### config.mk
export PLATFORM = sky130hd
export DESIGN_NAME = window_addr_gen
export DESIGN_NICKNAME = d
export VERILOG_FILES = /design/src/rtl/window_addr_gen_pkg.sv /design/src/rtl/wag_loop_cnt.sv /design/src/rtl/window_addr_gen.sv
export SDC_FILE = /design/constraint.sdc
export NUM_CORES = 1
export LEC_CHECK = 0
export BUFFER_PORTS_ARGS = -buffer_cell sky130_fd_sc_hd__buf_4
export CORE_ASPECT_RATIO = 0.8
export CORE_MARGIN = 2
export CORE_UTILIZATION = 55
export DETAILED_ROUTE_END_ITERATION = 10
export GPL_TIMING_DRIVEN = 0
export PLACE_DENSITY_LB_ADDON = 0.3
export SYNTH_ARGS = -nofsm -noshare
export SYNTH_HDL_FRONTEND = slang
export SYNTH_SLANG_ARGS = --single-unit
### constraint.sdc
create_clock -name i_clk -period 2.95 [get_ports i_clk]
set_input_delay 0.295 -clock i_clk [delete_from_list [all_inputs] [get_ports i_clk]]
set_output_delay 0.295 -clock i_clk [all_outputs]
set_load 0.01 [all_outputs]
### src/rtl/window_addr_gen_pkg.sv
// Shared types for the convolution window address generator.
// Holds the sweep FSM states, the latched layer config and the done pulse length.
package window_addr_gen_pkg;

    localparam int ADDR_W   = 8;
    localparam int DIM_W    = 8;
    localparam int K_W      = 4;
    localparam int CH_W     = 4;
    localparam int DONE_LEN = 1;

    typedef enum logic [1:0] {
        IDLE,
        RUN,
        DONE
    } state_t;

    typedef struct packed {
        logic [ADDR_W-1:0] base;
        logic [DIM_W-1:0]  i_size;
        logic [DIM_W-1:0]  o_size;
        logic [K_W-1:0]    k_size;
        logic [K_W-1:0]    stride;
        logic [CH_W-1:0]   channels;
        logic [ADDR_W-1:0] ch_stride;
    } cfg_t;

endpackage

### src/rtl/wag_loop_cnt.sv
// One level of the sweep loop nest: counts 0..limit-1 on i_inc.
// o_wrap fires on the increment that returns the count to zero.
module wag_loop_cnt #(
    parameter int W = 4
) (
    input  logic         i_clk,
    input  logic         i_rst,
    input  logic         i_clr,
    input  logic         i_inc,
    input  logic [W-1:0] i_limit,
    output logic [W-1:0] o_cnt,
    output logic         o_last,
    output logic         o_wrap
);

    logic [W-1:0] cnt_d;
    logic [W-1:0] cnt_q;

    assign o_last = (cnt_q == i_limit - W'(1));
    assign o_wrap = i_inc & o_last;
    assign o_cnt  = cnt_q;

    always_comb begin
        cnt_d = cnt_q;
        if (i_clr) begin
            cnt_d = '0;
        end else if (i_inc) begin
            cnt_d = o_last ? '0 : cnt_q + W'(1);
        end
    end

    always_ff @(posedge i_clk) begin
        if (i_rst) begin
            cnt_q <= '0;
        end else begin
            cnt_q <= cnt_d;
        end
    end

endmodule

### src/rtl/window_addr_gen.sv
// Sweeps every output pixel and streams the KxKxC window read addresses.
// Define WINDOW_ADDR_GEN_STALL_CNT_EN to add the saturating o_stall_cnt port.
module window_addr_gen
    import window_addr_gen_pkg::*;
#(
    parameter int ADDR_WIDTH = ADDR_W,
    parameter int DIM_WIDTH  = DIM_W,
    parameter int K_WIDTH    = K_W,
    parameter int CH_WIDTH   = CH_W
) (
    input  logic                  i_clk,
    input  logic                  i_rst,
    input  logic                  i_en,
    input  logic                  i_start,
    input  logic [ADDR_WIDTH-1:0] i_base_addr,
    input  logic [DIM_WIDTH-1:0]  i_i_size,
    input  logic [DIM_WIDTH-1:0]  i_o_size,
    input  logic [K_WIDTH-1:0]    i_k_size,
    input  logic [K_WIDTH-1:0]    i_stride,
    input  logic [CH_WIDTH-1:0]   i_channels,
    input  logic [ADDR_WIDTH-1:0] i_ch_stride,
    input  logic                  i_ready,
    output logic [ADDR_WIDTH-1:0] o_addr,
    output logic                  o_valid,
    output logic                  o_last_win,
    output logic [DIM_WIDTH-1:0]  o_o_x,
    output logic [DIM_WIDTH-1:0]  o_o_y,
    output logic                  o_busy,
    output logic                  o_done
`ifdef WINDOW_ADDR_GEN_STALL_CNT_EN
    ,
    output logic [31:0]           o_stall_cnt
`endif
);

    state_t state_d, state_q;
    cfg_t   cfg_d, cfg_q;
    logic [ADDR_WIDTH-1:0] step_d, step_q;
    logic [ADDR_WIDTH-1:0] addr_d, addr_q;
    logic [ADDR_WIDTH-1:0] row_d, row_q;
    logic [ADDR_WIDTH-1:0] chb_d, chb_q;
    logic [ADDR_WIDTH-1:0] win_d, win_q;
    logic [ADDR_WIDTH-1:0] line_d, line_q;
    logic valid_d, valid_q;
    logic busy_d, busy_q;
    logic done_d, done_q;
    logic [3:0] dcnt_d, dcnt_q;

    logic xfer, start_acc, degen;
    logic kx_last, ky_last, c_last, ox_last, oy_last;
    logic kx_wrap, ky_wrap, c_wrap, ox_wrap, oy_wrap;
    logic [K_WIDTH-1:0]  kx_cnt, ky_cnt;
    logic [CH_WIDTH-1:0] c_cnt;
    logic unused_cnt;

    assign xfer      = valid_q & i_ready & i_en;
    assign start_acc = i_en & i_start & (state_q == IDLE);
    assign degen     = (i_k_size == '0) | (i_stride == '0)
                     | (i_o_size == '0) | (i_channels == '0);

    // Innermost first; each level steps when the one inside it wraps.
    wag_loop_cnt #(.W(K_WIDTH)) u_kx (
        .i_clk(i_clk), .i_rst(i_rst), .i_clr(start_acc), .i_inc(xfer),
        .i_limit(cfg_q.k_size), .o_cnt(kx_cnt), .o_last(kx_last), .o_wrap(kx_wrap)
    );
    wag_loop_cnt #(.W(K_WIDTH)) u_ky (
        .i_clk(i_clk), .i_rst(i_rst), .i_clr(start_acc), .i_inc(kx_wrap),
        .i_limit(cfg_q.k_size), .o_cnt(ky_cnt), .o_last(ky_last), .o_wrap(ky_wrap)
    );
    wag_loop_cnt #(.W(CH_WIDTH)) u_c (
        .i_clk(i_clk), .i_rst(i_rst), .i_clr(start_acc), .i_inc(ky_wrap),
        .i_limit(cfg_q.channels), .o_cnt(c_cnt), .o_last(c_last), .o_wrap(c_wrap)
    );
    wag_loop_cnt #(.W(DIM_WIDTH)) u_ox (
        .i_clk(i_clk), .i_rst(i_rst), .i_clr(start_acc), .i_inc(c_wrap),
        .i_limit(cfg_q.o_size), .o_cnt(o_o_x), .o_last(ox_last), .o_wrap(ox_wrap)
    );
    wag_loop_cnt #(.W(DIM_WIDTH)) u_oy (
        .i_clk(i_clk), .i_rst(i_rst), .i_clr(start_acc), .i_inc(ox_wrap),
        .i_limit(cfg_q.o_size), .o_cnt(o_o_y), .o_last(oy_last), .o_wrap(oy_wrap)
    );

    assign unused_cnt = ^{kx_cnt, ky_cnt, c_cnt, ox_last, oy_last};

    always_comb begin
        state_d = state_q;
        cfg_d   = cfg_q;
        step_d  = step_q;
        addr_d  = addr_q;
        row_d   = row_q;
        chb_d   = chb_q;
        win_d   = win_q;
        line_d  = line_q;
        valid_d = valid_q;
        busy_d  = busy_q;
        done_d  = done_q;
        dcnt_d  = dcnt_q;
        if (i_en) begin
            unique case (state_q)
                IDLE: begin
                    if (i_start) begin
                        cfg_d.base      = i_base_addr;
                        cfg_d.i_size    = i_i_size;
                        cfg_d.o_size    = i_o_size;
                        cfg_d.k_size    = i_k_size;
                        cfg_d.stride    = i_stride;
                        cfg_d.channels  = i_channels;
                        cfg_d.ch_stride = i_ch_stride;
                        // Row-of-windows step, formed once per sweep.
                        step_d = ADDR_WIDTH'(i_stride) * ADDR_WIDTH'(i_i_size);
                        dcnt_d = '0;
                        if (degen) begin
                            done_d  = 1'b1;
                            state_d = DONE;
                        end else begin
                            busy_d  = 1'b1;
                            state_d = RUN;
                        end
                    end
                end
                RUN: begin
                    if (!valid_q) begin
                        valid_d = 1'b1;
                        addr_d  = cfg_q.base;
                        row_d   = cfg_q.base;
                        chb_d   = cfg_q.base;
                        win_d   = cfg_q.base;
                        line_d  = cfg_q.base;
                    end else if (xfer) begin
                        if (oy_wrap) begin
                            valid_d = 1'b0;
                            busy_d  = 1'b0;
                            done_d  = 1'b1;
                            dcnt_d  = '0;
                            state_d = DONE;
                        end else if (ox_wrap) begin
                            line_d = line_q + step_q;
                            win_d  = line_d;
                            chb_d  = line_d;
                            row_d  = line_d;
                            addr_d = line_d;
                        end else if (c_wrap) begin
                            win_d  = win_q + ADDR_WIDTH'(cfg_q.stride);
                            chb_d  = win_d;
                            row_d  = win_d;
                            addr_d = win_d;
                        end else if (ky_wrap) begin
                            chb_d  = chb_q + cfg_q.ch_stride;
                            row_d  = chb_d;
                            addr_d = chb_d;
                        end else if (kx_wrap) begin
                            row_d  = row_q + ADDR_WIDTH'(cfg_q.i_size);
                            addr_d = row_d;
                        end else begin
                            addr_d = addr_q + ADDR_WIDTH'(1);
                        end
                    end
                end
                DONE: begin
                    dcnt_d = dcnt_q + 4'd1;
                    if (dcnt_q == 4'(DONE_LEN - 1)) begin
                        done_d  = 1'b0;
                        state_d = IDLE;
                    end
                end
                default: state_d = IDLE;
            endcase
        end
    end

    always_ff @(posedge i_clk) begin
        if (i_rst) begin
            state_q <= IDLE;
            cfg_q   <= '0;
            step_q  <= '0;
            addr_q  <= '0;
            row_q   <= '0;
            chb_q   <= '0;
            win_q   <= '0;
            line_q  <= '0;
            valid_q <= 1'b0;
            busy_q  <= 1'b0;
            done_q  <= 1'b0;
            dcnt_q  <= '0;
        end else begin
            state_q <= state_d;
            cfg_q   <= cfg_d;
            step_q  <= step_d;
            addr_q  <= addr_d;
            row_q   <= row_d;
            chb_q   <= chb_d;
            win_q   <= win_d;
            line_q  <= line_d;
            valid_q <= valid_d;
            busy_q  <= busy_d;
            done_q  <= done_d;
            dcnt_q  <= dcnt_d;
        end
    end

    assign o_addr     = addr_q;
    assign o_valid    = valid_q;
    assign o_last_win = valid_q & kx_last & ky_last & c_last;
    assign o_busy     = busy_q;
    assign o_done     = done_q;

`ifdef WINDOW_ADDR_GEN_STALL_CNT_EN
    logic [31:0] stall_d, stall_q;

    always_comb begin
        stall_d = stall_q;
        if (start_acc) begin
            stall_d = '0;
        end else if (valid_q && !i_ready && i_en && stall_q != '1) begin
            stall_d = stall_q + 32'd1;
        end
    end

    always_ff @(posedge i_clk) begin
        if (i_rst) begin
            stall_q <= '0;
        end else begin
            stall_q <= stall_d;
        end
    end

    assign o_stall_cnt = stall_q;
`endif

endmodule

==> metrics.txt <==
outcome complete, but fails checks; failing checks setup timing; Post-CTS Hold Fix Bufs 0; Slew Limit Fails 0; Static Leak between 4 and 5 nW; RSZ-0062 raised after global routing true; CP Class flip-flop to flip-flop; HPWL Detailed 20500 um; Critical path destination chb_q[5]; # Max-Cap Violations 0; Post-synth top cells 191 x nand2_1, 129 x dfxtp_1, 105 x a21oi_1; WL final about 28000 um; sequential fraction of design power 38.0%; CP required 3.23 ns; CTS Buffer Depth 2; Crit path arrival time between 3 and 4 ns; clk sinks 129; global-route wire length before repair 42300 um; clock power share 43.8%; Most used DFF post-synth dfxtp_1; FF-to-FF path depth 12; Slew @ Worst Pin between 1 and 1.5 ns; crit path launch type flip-flop; total number of vias 8334; Post-synth EDFFs 0; RR Endpoint chb_q[5]; routability cong. between 1 and 1.5; TritonRoute pass-1 iters 7; CP Cell Sequence inv_2, ha_4, xnor2_4, nor4b_4, nand2_1, buf_6, or3_4, o311a_4, and2_4, buf_8, a21oi_1, nor3_1; post-synth top area cell dfxtp_1; largest net degree at the start of global routing 17; CP max stage cell or3_4; flop2flop setup slack -0.02 ns; P_int 3.49 mW; Synth cell types 67; Mean Syn Cell Area 8.02 um^2; Sw Share between 20 and 30%; Final Core Density a little over two thirds; Synthesized Nets 1137; post-route ant nets 0; Die Span Y between 100 and 150 um; P&R area growth vs syn 24.9%; wire per inst 21.0 um; Pwr Total 4.90 mW; minimum clock period 2.97 ns; ys async rst share 0%; Clock Skew 0.00643 ns; die width 141 um; starting density of the core a little under three fifths; top cells by area in the synthesized netlist dfxtp_1 31%, nand2_1 8.7%, ha_1 6.7%, a21oi_1 6.4%, xnor2_1 4.4%; PwrDens 474 mW/mm^2; CTS root buf clkbuf_16; Inserted Clock Buffers 17; final worst slack -0.0191 ns; CP peak stage delay around 0.48 ns; Post-route DRC 0; Overall Global Routing Usage 34.8%; grt total ovfl 0; Ant. Diodes 0; cell area after synthesis a little over 0.008 mm^2; Logic pwr share 18.1%; Crit. End Element flip-flop; Ports 77; vias in the first global route approximately 7500; yosys synthesis warning count 0; FF+latch count, synth about 130; share of cells above drive strength 1 19.2%; CP Launch Point cfg_q[17]; initial antenna violation count 0; net switching power 1.41 mW; IO buf count 74; Syn Inst Count 1031; top-count cell post-synth nand2_1; area of the core 0.0149 mm^2; H-Tree Level Count 4; final setup fails 1; DR iter-0 viols 919; row count 40; sequential share of the synthesized area 31.2%; final hold vios 0; CTS tree done; Max Freq 0.337 GHz; nets between 1000 and 1500; worst-path fanout max 10; Tcrit/Tclk final 101%; clock slew seen by the registers of the worst setup and hold paths 0.06 ns; Slew HR 18.2%; clk_lat worst skew 0.44 ns; RR Startpoint cfg_q[17]; fillers 1199; HP Class primary input to flip-flop; Vias/cell about 6.2; worst hold slack 0.104 ns; worst vdd rail ir drop 0.408 mV; full die area 0.0160 mm^2; Synth top area share 31.2%
## flip-flops by register name, summed over array words and instances (netlist names), 8 cells and up
name        count
u_ox.o_cnt      8
u_oy.o_cnt      8
chb_q           8
row_q           8
o_addr          8
line_q          8
win_q           8
step_q          8
cfg_q          44
## timing repair
item                       in CTS  in global routing
setup buffers                  12                 15
gates cloned                    0                  2
resized for setup              46                 74
setup endpoints to repair      67                 47
pin swaps                       8                 17
## cells by family after synthesis
group | Yosys count | share of synthesized area, %
adder cells (fa/ha/maj) | 57 | 9.80
multiplexers | 15 | 1.85
buffers and inverters | 91 | 4.42
flip-flops | 129 | 31.2
AO/OA/AOI/OAI | 256 | 19.4
AND/OR/NAND/NOR | 395 | 22.2
XOR/XNOR | 88 | 11.2
## metal layers
layer	up-vias	share of wire [%]	GRT usage [%]
met5	-	0	0
met4	0	2.8	11.8
met1	3938	44	47.6
li1	3861	-	-
met2	449	43	52.5
met3	86	11	10.7
## cell type report
class	instances	area [um^2]	area share (%)
plain buffers	49	241	2.34
multi-input cells	811	5730	55.5
flip-flops and latches	129	2590	25.1
inverters	37	139	1.34
repair buffers	104	793	7.68
clock inverters	10	108	1.04
clock buffers	22	484	4.69
well taps	189	236	2.29
## worst max-delay path: cells and delay by family (launching register included)
kind / cells / cell delay, ns
and+or+nand+nor: 5 / 1.18
AOI/OAI and AO/OA: 2 / 0.52
buffers and inverters: 3 / 0.35
adders and majority gates: 1 / 0.26
xor gates and xnor gates: 1 / 0.15
DFF: 1 / 0.35
## power groups by stage
stage               sequential, mW  clock [mW]  combinational [mW]
global placement              1.89           0               0.763
detailed placement            1.89           0               0.780
CTS                           1.86        2.13               0.806
global route                  1.87        2.23               0.952
finish                        1.86        2.15               0.889
floorplan                     1.88           0               0.516
## metrics by stage
stage	worst slack, ns	cells	TNS, ns	cell area, um^2
2_1_floorplan	0.00731	1031	0	8280
3_3_place_gp	-0.951	1294	-38.70	9070
3_5_place_dp	-0.976	1295	-41.90	9080
4_1_cts	0.00998	1335	0	9940
5_1_grt	-0.109	1351	-1.04	10300
6_report	-0.0191	1351	-0.0191	10300
## layout by cell type (no fill, tap or decap), types with 6 or more instances in the layout
cell type / synthesis / final
nand2_1: 191 / 188
dfxtp_1: 129 / 125
a21oi_1: 105 / 102
buf_4: 0 / 101
nor2_1: 63 / 55
ha_1: 44 / 42
xnor2_1: 42 / 39
o21ai_0: 43 / 39
clkbuf_1: 44 / 35
xor2_1: 35 / 35
inv_1: 37 / 33
nor3_1: 32 / 27
nand3_1: 25 / 24
clkbuf_16: 0 / 17
a211oi_1: 21 / 16
and2_1: 14 / 14
mux2i_1: 13 / 13
a31oi_1: 13 / 13
fa_1: 13 / 13
nor2b_1: 11 / 11
a21o_1: 11 / 11
xnor3_1: 8 / 8
nand4_1: 8 / 8
o211ai_1: 8 / 8
or3_1: 11 / 8
clkbuf_2: 0 / 6
buf_6: 2 / 6
nor4_1: 7 / 6
## worst min path at each step
stage / to / start / depth (start not counted)
2_1_floorplan: cfg_q[39] / i_base_addr[3] / 2
3_3_place_gp: step_q[6] / step_q[6] / 2
3_5_place_dp: step_q[6] / step_q[6] / 2
4_1_cts: cfg_q[39] / i_base_addr[3] / 3
5_1_grt: cfg_q[1] / i_ch_stride[1] / 3
6_report: cfg_q[43] / i_base_addr[7] / 3
No activity file was read; power rests on OpenSTA's default activity.
